## config.mk

```make
export PLATFORM = sky130hd
export DESIGN_NAME = mem_access_unit
export DESIGN_NICKNAME = d
export VERILOG_FILES = /design/src/rtl/mem_access_unit.sv
export SDC_FILE = /design/constraint.sdc
export NUM_CORES = 1
export LEC_CHECK = 0
export CAP_MARGIN = 20
export CELL_PAD_IN_SITES_DETAIL_PLACEMENT = 0
export CELL_PAD_IN_SITES_GLOBAL_PLACEMENT = 1
export CORE_MARGIN = 2
export CORE_UTILIZATION = 32
export DETAILED_ROUTE_END_ITERATION = 10
export PLACE_DENSITY = 0.84
export SYNTH_ARGS = -nofsm -noshare
export SYNTH_HDL_FRONTEND = slang
export SYNTH_SLANG_ARGS = --single-unit
export TNS_END_PERCENT = 1
```

## constraint.sdc

```tcl
create_clock -name clk -period 4.5 [get_ports clk]
set_input_delay 0.675 -clock clk [delete_from_list [all_inputs] [get_ports clk]]
set_output_delay 0.675 -clock clk [all_outputs]
set_load 0.01 [all_outputs]
```

## src/rtl/mem_access_unit.sv

```systemverilog
// RV32I memory stage: drives a request/ack data-memory port,
// lane-shifts stores and aligns/extends loads for writeback.
module mem_access_unit #(
  parameter int ADDR_WIDTH = 32,
  parameter int DATA_WIDTH = 32
) (
  input  logic                  clk,
  input  logic                  reset,
  input  logic                  req_valid,
  output logic                  req_ready,
  input  logic                  req_is_store,
  input  logic [2:0]            req_funct3,
  input  logic [ADDR_WIDTH-1:0] req_addr,
  input  logic [DATA_WIDTH-1:0] req_wdata,
  input  logic [4:0]            req_rd,
  output logic                  mem_req,
  output logic                  mem_we,
  output logic [ADDR_WIDTH-1:0] mem_addr,
  output logic [DATA_WIDTH-1:0] mem_wdata,
  output logic [3:0]            mem_be,
  input  logic                  mem_ack,
  input  logic [DATA_WIDTH-1:0] mem_rdata,
  output logic                  done,
  output logic                  resp_we,
  output logic [4:0]            resp_rd,
  output logic [DATA_WIDTH-1:0] resp_data,
  output logic                  fault,
  output logic                  stall
);

  localparam logic [1:0] IDLE  = 2'd0;
  localparam logic [1:0] BUSY  = 2'd1;
  localparam logic [1:0] RESP  = 2'd2;
  localparam logic [1:0] FAULT = 2'd3;

  logic [1:0]            state;
  logic                  st_q;
  logic [2:0]            f3_q;
  logic [ADDR_WIDTH-1:0] addr_q;
  logic [DATA_WIDTH-1:0] wdata_q;
  logic [DATA_WIDTH-1:0] rdata_q;
  logic [4:0]            rd_q;
  logic                  illegal;
  logic [1:0]            off;
  logic [3:0]            be;
  logic [DATA_WIDTH-1:0] lanes;
  logic [DATA_WIDTH-1:0] shifted;
  logic [DATA_WIDTH-1:0] ld;

  always_comb begin
    illegal = 1'b0;
    unique case (req_funct3)
      3'b000, 3'b100: illegal = 1'b0;
      3'b001, 3'b101: illegal = req_addr[0];
      3'b010:         illegal = |req_addr[1:0];
      default:        illegal = 1'b1;
    endcase
    if (req_is_store && req_funct3[2])
      illegal = 1'b1;
  end

  always_ff @(posedge clk) begin
    if (reset) begin
      state   <= IDLE;
      st_q    <= 1'b0;
      f3_q    <= '0;
      addr_q  <= '0;
      wdata_q <= '0;
      rdata_q <= '0;
      rd_q    <= '0;
    end else begin
      unique case (state)
        IDLE: begin
          if (req_valid) begin
            st_q    <= req_is_store;
            f3_q    <= req_funct3;
            addr_q  <= req_addr;
            wdata_q <= req_wdata;
            rd_q    <= req_rd;
            state   <= illegal ? FAULT : BUSY;
          end
        end
        BUSY: begin
          if (mem_ack) begin
            rdata_q <= mem_rdata;
            state   <= RESP;
          end
        end
        default: state <= IDLE;
      endcase
    end
  end

  assign off = addr_q[1:0];

  always_comb begin
    be    = 4'b1111;
    lanes = wdata_q;
    unique case (f3_q[1:0])
      2'b00: begin
        be    = 4'b0001 << off;
        lanes = {4{wdata_q[7:0]}};
      end
      2'b01: begin
        be    = 4'b0011 << off;
        lanes = {2{wdata_q[15:0]}};
      end
      default: begin
        be    = 4'b1111;
        lanes = wdata_q;
      end
    endcase
  end

  assign shifted = rdata_q >> {off, 3'b000};

  always_comb begin
    ld = rdata_q;
    unique case (f3_q)
      3'b000:  ld = {{24{shifted[7]}}, shifted[7:0]};
      3'b001:  ld = {{16{shifted[15]}}, shifted[15:0]};
      3'b100:  ld = {24'd0, shifted[7:0]};
      3'b101:  ld = {16'd0, shifted[15:0]};
      default: ld = rdata_q;
    endcase
  end

  assign req_ready = (state == IDLE);
  assign stall     = ~req_ready;
  assign mem_req   = (state == BUSY);
  assign mem_we    = mem_req & st_q;
  assign mem_addr  = {addr_q[ADDR_WIDTH-1:2], 2'b00};
  assign mem_wdata = lanes;
  assign mem_be    = mem_we ? be : 4'b0000;
  assign done      = (state == RESP);
  assign fault     = (state == FAULT);
  assign resp_we   = done & ~st_q;
  assign resp_rd   = resp_we ? rd_q : 5'd0;
  assign resp_data = resp_we ? ld : '0;

endmodule

```

==> flow_summary_export.csv <==
group,metric,value,unit
global_routing,grt_usage,18.64,%
worst_setup_path,rr_endpoint,"wdata_q[9]$_SDFFE_PP0P_",
sta,rsz0062_at_grt,"no",
worst_setup_path,start_kind,"flop",
global_routing,antenna_found_initial,0,
pwr,total_power,2.300,mW
die,num_io_pins,221,
flow_run,cap_violations,0,
clock_tree,clk_latency,0.35,ns
drt,finalWirelength,16.47,mm
worst_setup_path,worst_r2r_startpoint,"state[0]$_SDFFE_PP0P_",
drt,drt_first_iter_violations,265,
pwr,pwr-share-clk,32.4,%
yosys,synth_commonest_cells,"237 x nand2_1, 115 x a21oi_1, 107 x dfxtp_1, 51 x buf_4, 49 x o21ai_0",
pwr,power-per-cell-area,307.3,nW/um^2
die,fp.dieArea,17320,sq um
sta,setup_viol,0,
hold_path,holdPathEnd,"rd_q[3]$_SDFFE_PP0P_",
pwr,switchingPower,0.6436,mW
worst_setup_path,crit_chain,"mux2i_1 > a22oi_1 > a32oi_2 > nor2_1 > clkdlybuf4s50_1",
status,outcome,"finished clean",
clock_tree,cts_setup_buffers,0,
clock_tree,clk_pin_slew_worst_paths,0.07,ns
worst_setup_path,crit_path_end_kind,"output port",
yosys,synth_area_leaders,"dfxtp_1 41%, nand2_1 17%, a21oi_1 11%",
finish,fillCellCount,1687,
worst_setup_path,cp-startpoint,"addr_q[0]$_SDFFE_PP0P_",
yosys,async_reset_ff_share,0,%
sta,fmaxAchievable,275.3,MHz
clock_tree,cts_buffer_depth,2,
pwr,ir_worst_vdd,214.9,uV
worst_setup_path,max_stage_delay,0.78,ns
yosys,syn_area,5211,sq um
worst_setup_path,rrSetupSlack,2.40,ns
clock_tree,htreeDepth,3,
worst_setup_path,slowest_stage,"dfxtp_1",
placed_design,io_buffer_count,218,
die,die_y,131.6,um
hold_path,hp-class,"flop to flop",
pwr,swShare,27.98,%
worst_setup_path,worst-path-max-fanout,24,
finish,area_growth,43.65,%
yosys,ys.flop_type,"dfxtp_1",
finish,num_antenna_cells,0,
yosys,synth_top_area_share,41.10,%
sta,layout_setup_ws,0.8680,ns
yosys,synth.most_common_cell,"nand2_1",
finish,drive_gt1_share,5.614,%
clock_tree,numCtsBuffers,9,
clock_tree,cts_resized,0,
clock_tree,clock-root-buffer,"clkbuf_16",
yosys,ys_types,34,
drt,num_vias,5074,
drt,dr.pass1.iters,4,
clock_tree,cts_hold_buf,0,
placed_design,dp_slack,1.258,ns
sta,period_needed,3.632,ns
yosys,synth_seq_area_share,41.10,%
sta,finalHoldViolations,0,
worst_setup_path,critical_path_class,"flop to output port",
yosys,ys_ff_latch,107,
yosys,synth_edf_count,0,
finish,final_cells,1071,
drt,drc,0,
clock_tree,cts_sinks,107,
finish,final_nets,959,
global_routing,grt_pass1_vias,4666,
pwr,pwr-share-seq,45.9,%
sta,tightest_slew,0.8776,ns
yosys,syn_avg_cell_area,7.402,sq um
global_routing,grt_max_degree,68,
placed_design,hpwl,11.76,mm
die,row_count,46,
worst_setup_path,critical_path_arrival,2.96,ns
die,initial_utilization,32.81,%
pwr,p_int,1.657,mW
die,die_w,131.6,um
hold_path,hp-start,"rd_q[3]$_SDFFE_PP0P_",
pwr,combPwrFrac,21.7,%
global_routing,gr-total-overflow,0,
global_routing,grt_pass1_wl,25.90,mm
yosys,yosys.area.top_type,"dfxtp_1",
drt,vias_per_cell,4.738,
placed_design,dp.cells,1053,
placed_design,gp_congestion,0.8526,
worst_setup_path,ff2ff_path_depth,5,
finish,finish.utilization,47.13,%
hold_path,whs_path_depth,2,
worst_setup_path,worst_ep_required_time,3.83,ns
sta,setup_tns,0,ns
sta,min_period_over_period,80.71,%
yosys,synth_warnings,0,
clock_tree,cts_tree,"built",
sta,slew_viol_final,0,
die,core,15890,sq um
drt,detail_route.wl_per_cell,15.38,um
sta,skew,0.005039,ns
yosys,synth_cells,704,
sta,maxSlewHeadroom,41.42,%
drt,ant_nets,0,
pwr,p_leak,2.615,nW
layout make-up:
class | instances | area [sq um] | share of cell area (%)
Tap cell | 216 | 270.3 | 3.610
Timing Repair Buffer | 227 | 2287 | 30.55
Clock inverter | 4 | 26.28 | 0.3510
Multi-Input combinational cell | 501 | 2499 | 33.38
Clock buffer | 12 | 246.5 | 3.293
Sequential cell | 107 | 2142 | 28.61
Inverter | 4 | 15.01 | 0.2006
registers in the layout, summed over array words and instances (netlist names):
register and count:
st_q 1, rdata_q 32, wdata_q 32, state 2, f3_q 3, addr_q 32, rd_q 5
stage by stage:
step	instance area, sq um	hold slack (ns)
5_1_grt	7486	0.4658
3_3_place_gp	7158	0.4388
6_report	7486	0.4513
4_1_cts	7431	0.4534
2_1_floorplan	5215	0.4317
3_5_place_dp	7158	0.4435
power by group through the flow:
stage | combinational [mW] | clock, mW | sequential, mW
final | 0.500 | 0.746 | 1.05
after global routing | 0.543 | 0.814 | 1.06
after CTS | 0.499 | 0.778 | 1.05
after floorplan | 0.290 | 0 | 1.05
after global placement | 0.497 | 0 | 1.07
after detailed placement | 0.496 | 0 | 1.08
metal layers:
layer | track usage [%] | share of wire (%) | vias up
met5 | 0 | 0 | -
met4 | 4.589 | 1.3 | 0
met3 | 7.369 | 8.0 | 15
met2 | 30.02 | 47 | 165
met1 | 23.33 | 44 | 2327
li1 | - | - | 2567
cell usage in the layout (no fill, tap or decap), drive strengths merged, types with 7 or more instances in the layout:
| master | instances |
|---|---|
| a221o | 7 |
| a21oi | 115 |
| dfxtp | 107 |
| mux2 | 16 |
| clkdlybuf4s50 | 217 |
| o21ai | 49 |
| and2 | 8 |
| mux2i | 19 |
| nand2 | 237 |
| nor2 | 27 |
| buf | 10 |
| clkbuf | 12 |
how the worst max path moves through the flow:
stage                          to  slack, ns  cells after the start
floorplan           resp_data[10]       2.48                      4
global placement    resp_data[12]       1.32                      4
detailed placement  resp_data[31]       1.26                      5
CTS                 resp_data[31]       0.86                      5
global route        resp_data[20]       0.68                      5
finish              resp_data[31]       0.87                      5
cell families (layout without fill, tap and decap cells):
family,count (synthesis),count (layout),share of synthesized area [%]
simple gates,282,282,21.63
compound gates,182,182,18.87
flops,107,107,41.10
buf+inv,97,247,11.21
mux,35,35,7.107
other cells,1,2,0.07196
worst max-delay path, delay by kind of cell (launching register included):
family | cells | cell delay, ns
AO/OA/AOI/OAI | 2 | 0.84
buffers and inverters | 1 | 0.52
flip-flops | 1 | 0.78
multiplexers | 1 | 0.31
AND/OR/NAND/NOR | 1 | 0.15
(Power assumes the default switching activity.)
